==> config.mk <==
export PLATFORM = sky130hd
export DESIGN_NAME = pipelined_carry_skip_adder
export DESIGN_NICKNAME = d
export VERILOG_FILES = /design/src/rtl/pipelined_carry_skip_adder.sv
export SDC_FILE = /design/constraint.sdc
export NUM_CORES = 1
export LEC_CHECK = 0
export CAP_MARGIN = 20
export CORE_ASPECT_RATIO = 1.4
export CORE_MARGIN = 2
export CORE_UTILIZATION = 50
export CTS_CLUSTER_DIAMETER = 80
export DETAILED_ROUTE_END_ITERATION = 10
export DONT_BUFFER_PORTS = 1
export GPL_TIMING_DRIVEN = 0
export PLACE_DENSITY_LB_ADDON = 0.05
export REMOVE_ABC_BUFFERS = 1
export SLEW_MARGIN = 20
export SYNTH_ARGS = -nofsm -noshare
export SYNTH_HDL_FRONTEND = slang
export SYNTH_SLANG_ARGS = --single-unit
==> constraint.sdc <==
create_clock -name clk -period 6.7 [get_ports clk]
set_input_delay 0.67 -clock clk [delete_from_list [all_inputs] [get_ports clk]]
set_output_delay 0.67 -clock clk [all_outputs]
set_load 0.1 [all_outputs]
==> src/rtl/pipelined_carry_skip_adder.sv <==
// Pipelined carry-skip adder/subtractor.
// Operands are cut into BLOCK_WIDTH ripple blocks with skip muxes. Each
// pipeline stage evaluates BLOCKS_PER_STAGE blocks and registers the partial
// sum, the carry into the next block and the operand bits still to be used.
// A single stall signal freezes every stage while the output is held.

module pipelined_carry_skip_adder #(
    parameter int BIT_WIDTH        = 32,
    parameter int BLOCK_WIDTH      = 4,
    parameter int BLOCKS_PER_STAGE = 2
) (
    input  logic                 clk,
    input  logic                 rst,
    input  logic                 in_valid,
    output logic                 in_ready,
    input  logic [BIT_WIDTH-1:0] a,
    input  logic [BIT_WIDTH-1:0] b,
    input  logic                 cin,
    input  logic                 sub,
    output logic                 out_valid,
    input  logic                 out_ready,
    output logic [BIT_WIDTH-1:0] sum,
    output logic                 cout,
    output logic                 overflow
);

    localparam int NUM_BLOCKS = (BIT_WIDTH + BLOCK_WIDTH - 1) / BLOCK_WIDTH;
    localparam int NUM_STAGES = (NUM_BLOCKS + BLOCKS_PER_STAGE - 1) / BLOCKS_PER_STAGE;
    localparam int PAD_WIDTH  = NUM_BLOCKS * BLOCK_WIDTH;
    localparam int LAST       = NUM_STAGES - 1;

    // Pipeline registers, one entry per stage.
    logic [PAD_WIDTH-1:0] opa_q   [NUM_STAGES];
    logic [PAD_WIDTH-1:0] opb_q   [NUM_STAGES];
    logic [PAD_WIDTH-1:0] sum_q   [NUM_STAGES];
    logic                 carry_q [NUM_STAGES];
    logic                 cmsb_q  [NUM_STAGES];
    logic                 valid_q [NUM_STAGES];

    // Inputs seen by each stage's combinational block evaluation.
    logic [PAD_WIDTH-1:0] stg_a     [NUM_STAGES];
    logic [PAD_WIDTH-1:0] stg_b     [NUM_STAGES];
    logic [PAD_WIDTH-1:0] stg_sum   [NUM_STAGES];
    logic                 stg_carry [NUM_STAGES];
    logic                 stg_cmsb  [NUM_STAGES];

    // Results of each stage's evaluation, captured by the stage register.
    logic [PAD_WIDTH-1:0] nx_sum   [NUM_STAGES];
    logic                 nx_carry [NUM_STAGES];
    logic                 nx_cmsb  [NUM_STAGES];

    logic [PAD_WIDTH-1:0] a_pad;
    logic [PAD_WIDTH-1:0] b_pad;
    logic                 c0;
    logic                 stall;
    logic                 c;
    logic                 cm;
    logic                 blk_cin;
    logic                 prop;
    logic                 p;

    assign stall     = valid_q[LAST] && !out_ready;
    assign in_ready  = !stall;
    assign out_valid = valid_q[LAST];
    assign sum       = sum_q[LAST][BIT_WIDTH-1:0];
    assign cout      = carry_q[LAST];
    assign overflow  = carry_q[LAST] ^ cmsb_q[LAST];

    // Fold subtract into an add of ~b with forced carry-in; pad to whole blocks.
    always_comb begin
        a_pad = '0;
        b_pad = '0;
        a_pad[BIT_WIDTH-1:0] = a;
        b_pad[BIT_WIDTH-1:0] = sub ? ~b : b;
        c0 = sub | cin;
    end

    // Stage 0 works on the live operands, later stages on the previous register.
    always_comb begin
        stg_a[0]     = a_pad;
        stg_b[0]     = b_pad;
        stg_sum[0]   = '0;
        stg_carry[0] = c0;
        stg_cmsb[0]  = 1'b0;
        for (int k = 1; k < NUM_STAGES; k++) begin
            stg_a[k]     = opa_q[k-1];
            stg_b[k]     = opb_q[k-1];
            stg_sum[k]   = sum_q[k-1];
            stg_carry[k] = carry_q[k-1];
            stg_cmsb[k]  = cmsb_q[k-1];
        end
    end

    // Ripple each block of a stage, then let the skip mux bypass it when every bit propagates.
    always_comb begin
        c       = 1'b0;
        cm      = 1'b0;
        blk_cin = 1'b0;
        prop    = 1'b0;
        p       = 1'b0;
        for (int k = 0; k < NUM_STAGES; k++) begin
            nx_sum[k] = stg_sum[k];
            c         = stg_carry[k];
            cm        = stg_cmsb[k];
            for (int j = 0; j < BLOCKS_PER_STAGE; j++) begin
                if (k * BLOCKS_PER_STAGE + j < NUM_BLOCKS) begin
                    blk_cin = c;
                    prop    = 1'b1;
                    for (int i = 0; i < BLOCK_WIDTH; i++) begin
                        if ((k * BLOCKS_PER_STAGE + j) * BLOCK_WIDTH + i < BIT_WIDTH) begin
                            p = stg_a[k][(k * BLOCKS_PER_STAGE + j) * BLOCK_WIDTH + i]
                              ^ stg_b[k][(k * BLOCKS_PER_STAGE + j) * BLOCK_WIDTH + i];
                            if ((k * BLOCKS_PER_STAGE + j) * BLOCK_WIDTH + i == BIT_WIDTH - 1) begin
                                cm = c;
                            end
                            nx_sum[k][(k * BLOCKS_PER_STAGE + j) * BLOCK_WIDTH + i] = p ^ c;
                            c = (stg_a[k][(k * BLOCKS_PER_STAGE + j) * BLOCK_WIDTH + i]
                               & stg_b[k][(k * BLOCKS_PER_STAGE + j) * BLOCK_WIDTH + i]) | (p & c);
                            prop = prop & p;
                        end
                    end
                    if (k * BLOCKS_PER_STAGE + j == NUM_BLOCKS - 1) begin
                        prop = 1'b0;
                    end
                    if (prop) begin
                        c = blk_cin;
                    end
                end
            end
            nx_carry[k] = c;
            nx_cmsb[k]  = cm;
        end
    end

    // Advance every stage together unless the output is being held back.
    always_ff @(posedge clk or posedge rst) begin
        if (rst) begin
            for (int k = 0; k < NUM_STAGES; k++) begin
                valid_q[k] <= 1'b0;
                opa_q[k]   <= '0;
                opb_q[k]   <= '0;
                sum_q[k]   <= '0;
                carry_q[k] <= 1'b0;
                cmsb_q[k]  <= 1'b0;
            end
        end else if (!stall) begin
            valid_q[0] <= in_valid;
            for (int k = 1; k < NUM_STAGES; k++) begin
                valid_q[k] <= valid_q[k-1];
            end
            for (int k = 0; k < NUM_STAGES; k++) begin
                opa_q[k]   <= stg_a[k];
                opb_q[k]   <= stg_b[k];
                sum_q[k]   <= nx_sum[k];
                carry_q[k] <= nx_carry[k];
                cmsb_q[k]  <= nx_cmsb[k];
            end
        end
    end

endmodule
==> Yosys cells after proc, flatten, opt, wreduce, memory -nomap -nowiden <==
Index checks and enable logic that the tools add are counted.
{ "totals": {"in_bits": 70, "ramBits": 0, "ff_bits": 281, "word_cells": 214, "n_memories": 0, "rom_bits": 0, "latchBits": 0, "out_inout_bits": 36} }
{ "classes": {"multipliers": 0, "add_sub_neg": 0, "n_div": 0, "magnitude_cmp": 0, "bitwise": 184, "shifts": 0, "n_mux": 8, "reduce_logical": 3, "eq_ne": 0} }
{ "ops": {"columns": ["cell", "n"], "rows": [
  ["1-bit AND", 85],
  ["1-bit XOR", 65],
  ["1-bit bitwise OR", 33],
  ["32-bit two-way mux", 1],
  ["32-bit NOT", 1],
  ["1-bit two-way mux", 7],
  ["1-bit logical NOT", 2],
  ["1-bit logical AND", 1]
]} }

==> Longest topological paths before layout <==
Gate-level depths: netlist of run 1.
{ "logic_depth": {"ltp_word": 21, "ltp_mapped": 16, "mapped_depth_nobuf": 16} }

==> Least setup slack after synthesis of run 1 <==
Ideal clock, no wire load.
{ "synth_timing": {"path_kind": "input port to flip-flop", "from": "input port sub", "to": "register sum_q, in the netlist nx_sum[71]", "t_arrival_ps": 4771, "n_path_buf": 2, "setup_ps": 117, "slack_ps": 1812, "required_ps": 6583, "cell_stages": 16, "cell_sequence": "buf_2 buf_4 xor2_1 inv_1 fa_1 fa_1 fa_1 fa_1 mux2_2 fa_1 fa_1 fa_1 inv_1 fa_1 nand2_1 nand2_1"} }
{ "synth_rtl": {"columns": ["item", "line", "text"], "rows": [
  ["start, declared", "19", "input logic sub,"],
  ["end signal, assigned by index", "154", "sum_q[k] <= nx_sum[k];"],
  ["end, declared", "35", "logic [PAD_WIDTH-1:0] sum_q [NUM_STAGES];"]
]} }

==> impl_metrics.toml, run 1 <==
[worst_setup_path]
critical_path.top_delay_family = "adder cells"
worstPathMaxFanout = 2
worst-r2r-cell-count = 13
crit_required_ns = 7.01
crit_path_max_incr_delay_ns = 0.44
crit_slowest_cell = "fa_1"
critPathLaunchType = "primary input"
r2r_slack_ns = 2.70
r2r_start = "opb_q[80]"
cp-end-kind = "register"
path_cells = "xor2_1 > inv_1 > fa_1 > fa_1 > fa_1 > fa_1 > mux2_2 > fa_1 > fa_1 > fa_1 > inv_1 > fa_1 > nand2_1 > nand2_1"
worstSetupStartpoint = "b[0]"
critical_path_class = "in -> reg"
path_buf_inv = 2
regToRegEndpoint = "nx_sum[23]"
worst_ep_arrival_time_ns = 4.67
cpMostUsedCell = "fa_1"

[flow_run]
cap_violations = 0

[clock_tree]
clk_latency_ns = 0.42
cts_tree = "yes"
clk_pin_slew_ns = 0.06
root_buffer = "clkbuf_16"
cts.sinks = 185
holdBufCountCts = 0
cts-htree-levels = 4
post_cts_buffers = 0
cts-buffers-inserted = 17
cts_max_path_buffers = 2
cts.repair.resized = 0

[routing]
first_pass_iters = 4
routed_wl_microns = 14900
vias = 5272
detail_route.vias_per_cell = 4.89
postRouteAntennaNets = 0
drt_iter0_drc = 357
wl_per_cell_microns = 13.8
drc = 0

[run_status]
status = "complete, no violations"

[floorplanning]
dieWidth_microns = 114
coreArea_sq_um = 16600
start_util_pct = 50.7
die_y_microns = 158
die-area_sq_um = 17900
pin_count = 106
row_count = 56

[sta]
tns_ns = 0
slew_headroom_pct = 22.3
finalSetupViolations = 0
worst_slew_pin_slew_ns = 1.17
slew_viol_final = 0
rsz0062_at_grt = "no"
clock_skew_ns = 0.00743
fin_ws_ns = 2.34
clock.fmax_mhz = 230
fin_crit_sh_pct = 65.0
fin_crit_ns = 4.36
finalHoldViolCount = 0

[grt]
grt_antenna_before_repair = 0
grt_pass1_vias = 5321
grt_pass1_wl_microns = 25600
grt_usage_pct = 18.1
overflow = 0
grt_max_degree = 116

[yosys]
synthArstFlopShare_pct = 100
synth.avg_cell_area_sq_um = 9.58
synth.yosys.seq_area_share_pct = 54.9
synth.most_common_cell = "nand2_1"
yosysWarnings = 0
syn-cell-area_sq_um = 8430
ys_types = 26
synthTopCellsByArea = "dfrtp_1 (55%), nand2_1 (19%), fa_1 (7.6%)"
ys.flop_type = "dfrtp_1"
synth_common_cells = "nand2_1 (434), dfrtp_1 (185), inv_1 (38), o21ai_0 (35), fa_1 (32)"
synth_edf_count = 0
netlist.area_leader.share_pct = 54.9
syn_inst = 880
synth_top_area_cell = "dfrtp_1"
ys_ff_latch = 185

[placed_design]
place_congestion = 0.814
dpl_worst_slack_ns = 1.91
dpl-instance-area_sq_um = 8660
hpwlAfterDp_microns = 9800
portBuffers = 0

[final_layout]
diodes = 0
final_util_pct = 55.6
nNetsFinal = 993
drive_gt1_share_pct = 6.05
fin_area_sq_um = 9230
syn2layout_area_growth_pct = 9.58

[pwr]
leakagePower_uw = 0.00471
power_frac_seq_pct = 53.7
switching_share_pct = 45.9
peakVddDrop_v = 0.000300
powerDensity_nw_per_um2 = 540
p_int_uw = 2700
combPwrFrac_pct = 26.8
pwr-share-clk_pct = 19.6
power_switching_uw = 2290

[worst_hold_path]
min_path_type = "in -> async"
## placed cells by master, fill, tap and decap left out, types with 4 or more instances in the layout
cell type  netlist  routed
buf_16           0       4
a21oi_1          5       5
a21oi_2          9       9
fa_1            32      32
inv_1           38      37
dfrtp_1        185     185
clkbuf_16        0      17
clkbuf_8         0       4
buf_12           0       4
xnor2_1         22      22
ha_1            28      28
nand2_1        434     434
nor2_1          15      15
o21ai_0         35      35
nand4_1          7       7
xor2_1          11      10
## state kept, by name, indices dropped and copies added (netlist names), 3 cells and up
register and flops:
nx_sum 48, opa_q 48, opb_q 48, sum 32, carry_q 3, valid_q 3
## layer usage
layer | global-route usage (%) | vias to the layer above | wire length (microns) | part of all wire, %
met3 | 5.02 | 20 | 638 | 4.3
met5 | 0 | - | 0 | 0
li1 | - | 2641 | - | -
met2 | 28.9 | 98 | 7310 | 49
met4 | 6.27 | 0 | 249 | 1.7
met1 | 24.1 | 2513 | 6730 | 45
## area by class of cell
class / count / area (sq um)
Sequential cell: 185 / 4630
Tap cell: 203 / 254
Timing Repair Buffer: 8 / 190
Clock inverter: 8 / 85.1
Inverter: 39 / 166
Multi-Input combinational cell: 612 / 3420
Clock buffer: 24 / 492
Fill cell: 1531 / 7370
## worst register-to-register path, stage by stage, from the launching register on
cell and delay, ns:
dfrtp_1 0.38, inv_1 0.10, fa_1 0.17, inv_1 0.05, fa_1 0.38, fa_1 0.39, fa_1 0.36, mux2_2 0.30
fa_1 0.38, fa_1 0.39, fa_1 0.38, inv_1 0.09, fa_1 0.43, a21oi_2 0.14
## how the worst max path moves through the flow
stage               cells after the start  slack [ns]          to
detailed placement                     14        1.91  nx_sum[71]
global route                           14        2.25  nx_sum[71]
finish                                 14        2.34  nx_sum[71]
global placement                        4      -10.67  carry_q[3]
CTS                                    14        2.37  nx_sum[71]
floorplan                               4       -4.22  carry_q[3]
## metrics by stage
step           total power, uW  hold slack [ns]  cells
2_1_floorplan             3710            0.430    836
3_3_place_gp              4060            0.440   1039
3_5_place_dp              4070            0.448   1047
4_1_cts                   5070           0.0969   1079
5_1_grt                   5410            0.112   1079
6_report                  4990            0.102   1079
## power by group through the flow
stage               clock [uW]  sequential, uW  combinational [uW]
finish                     975            2680                1340
global route              1060            2750                1600
CTS                       1010            2680                1380
detailed placement           0            2700                1370
global placement             0            2690                1370
floorplan                    0            2620                1100
## cell families (layout without fill, tap and decap cells)
kind of cell               Yosys count  after routing  synth area share (%)
buffers and inverters               83             79                  4.69
muxes                                3              3                 0.401
and+or+nand+nor                    461            461                  21.0
adders and majority gates           60             60                  11.8
DFF                                185            185                  54.9
xor gates and xnor gates            33             33                  3.43
AOI/OAI and AO/OA                   55             55                  3.83
Note: power is estimated with default switching activity, not from simulation.
==> run 2: changes to the inputs <==
==> constraint.sdc (replaced) <==
create_clock -name clk -period 3.7 [get_ports clk]
set_input_delay 0.37 -clock clk [delete_from_list [all_inputs] [get_ports clk]]
set_output_delay 0.37 -clock clk [all_outputs]
set_load 0.1 [all_outputs]
==> impl_metrics.toml, run 2 (synthesis results as in run 1) <==
[run_status]
status = "finished, violations left"
violations = "setup timing"

[clock_tree]
cts-htree-levels = 4
clk_latency_ns = 0.42
cts_max_path_buffers = 2
cts-buffers-inserted = 17
root_buffer = "clkbuf_16"
cts_tree = "yes"
clk_pin_slew_ns = 0.07
cts.sinks = 185

[sta]
fin_crit_sh_pct = 100
finalHoldViolCount = 0
slew_headroom_pct = 22.2
finalSetupViolations = 1
fin_crit_ns = 3.71
worst_slew_pin_slew_ns = 1.17
clock.fmax_mhz = 270
tns_ns = -0.00582
slew_viol_final = 0
clock_skew_ns = 0.00626
rsz0062_at_grt = "yes"
fin_ws_ns = -0.00582

[final_layout]
final-seq-area_sq_um = 4630
syn2layout_area_growth_pct = 11.8
multiInputGateArea_sq_um = 3520
nFillCells = 1505
final_common_cell = "nand2_1"
mostFrequentLayoutCells = "nand2_1 (434), dfrtp_1 (185), o21ai_0 (34)"
nNetsFinal = 1005
diodes = 0
fin_area_sq_um = 9430
drive_gt1_share_pct = 11.7

[routing]
postRouteAntennaNets = 0
drc = 0
wl_per_cell_microns = 13.9
detail_route.vias_per_cell = 4.88
drt_iter0_drc = 353
vias = 5326
routed_wl_microns = 15100
first_pass_iters = 4

[floorplanning]
die_y_microns = 158
dieWidth_microns = 114
row_count = 56
start_util_pct = 50.7
die-area_sq_um = 17900
coreArea_sq_um = 16600
pin_count = 106

[grt]
overflow = 0
grt_pass1_vias = 5391
grt_antenna_before_repair = 0
grt_usage_pct = 18.2
grt_max_degree = 116
grt_pass1_wl_microns = 25700

[placed_design]
place_congestion = 0.814
hpwlAfterDp_microns = 9800
portBuffers = 0
dpl-instance-area_sq_um = 8660

[worst_setup_path]
worst_ep_arrival_time_ns = 4.07
cp-end-kind = "register"
critPathLaunchType = "register"
critical_path_class = "reg -> reg"
r2r_start = "opb_q[104]"
crit_required_ns = 4.06
worstSetupStartpoint = "opb_q[104]"
r2r_slack_ns = -0.006
worstPathMaxFanout = 2

[pwr]
power_frac_seq_pct = 52.7
power_switching_uw = 4210
peakVddDrop_v = 0.000549
combPwrFrac_pct = 28.1
pwr-share-clk_pct = 19.2
powerDensity_nw_per_um2 = 979
switching_share_pct = 45.7
p_int_uw = 5010
leakagePower_uw = 0.00475

[worst_hold_path]
min_path_type = "in -> reg"
hp-start = "a[16]"

[flow_run]
cap_violations = 0
run 2: cell count changes in the layout (fill, tap and decap cells not counted), moves of 3 or more:
cell and delta:
fa_1 -26, fa_2 +26, inv_1 -12, inv_2 +12
buf_4 +11, mux2_2 -3, mux2_4 +3
run 2: worst max-delay path: stages, from the launching register on:
cell and delay, ns:
dfrtp_1 0.39, inv_2 0.07, fa_1 0.16, inv_1 0.05, fa_2 0.34, fa_2 0.35, fa_2 0.33, mux2_4 0.28
fa_2 0.34, fa_2 0.34, fa_2 0.34, inv_2 0.07, fa_2 0.44, a21oi_2 0.13
run 2: stage by stage:
stage / util (%) / std cells / setup slack (ns) / power (uW) / hold slack, ns
5_1_grt: 56.8 / 1091 / -0.158 / 9990 / 0.0358
6_report: 56.8 / 1091 / -0.00582 / 9230 / 0.0528
3_3_place_gp: 50.8 / 1039 / -13.67 / 7260 / 0.440
3_5_place_dp: 52.1 / 1047 / -0.789 / 7380 / 0.257
2_1_floorplan: - / 836 / -7.22 / 6720 / 0.430
4_1_cts: 56.4 / 1085 / -0.0569 / 9310 / 0.0352
run 2: final cells by class:
cell class,instances,area share [%]
clock buffer,24,5.22
clock inverter,8,0.903
inverter,39,1.77
multi-input combinational,612,37.3
tap,203,2.69
sequential,185,49.1
timing repair buffer,20,3.00
run 2: timing repair:
action	CTS	global route
hold buffers	1	0
setup buffers	5	6
resized for setup	38	7
endpoints found under the setup margin	8	6
endpoints found under the hold margin	52	0
pin swaps	6	8
run 2: final timing paths:
path	end	cells past startpoint
max in group asynchronous	opa_q[80]	4
min in group asynchronous	opa_q[127]	2
max	nx_sum[47]	13
min reg2reg	valid_q[1]	2
max reg2reg	nx_sum[47]	13
min	opa_q[112]	2
run 2: power groups by stage:
stage	Clock, uW	Combinational [uW]	Sequential [uW]
3_3_place_gp	0	2420	4840
6_report	1770	2590	4860
3_5_place_dp	0	2480	4900
4_1_cts	1820	2610	4870
5_1_grt	1910	3090	4990
2_1_floorplan	0	1990	4740
run 2: metal layers:
| metal | wire [microns] | part of all wire [%] | GRT usage (%) |
|---|---|---|---|
| met1 | 6870 | 45 | 24.1 |
| met2 | 7400 | 49 | 29.2 |
| met3 | 579 | 3.8 | 5.02 |
| met4 | 260 | 1.7 | 6.27 |
| met5 | 0 | 0 | 0 |
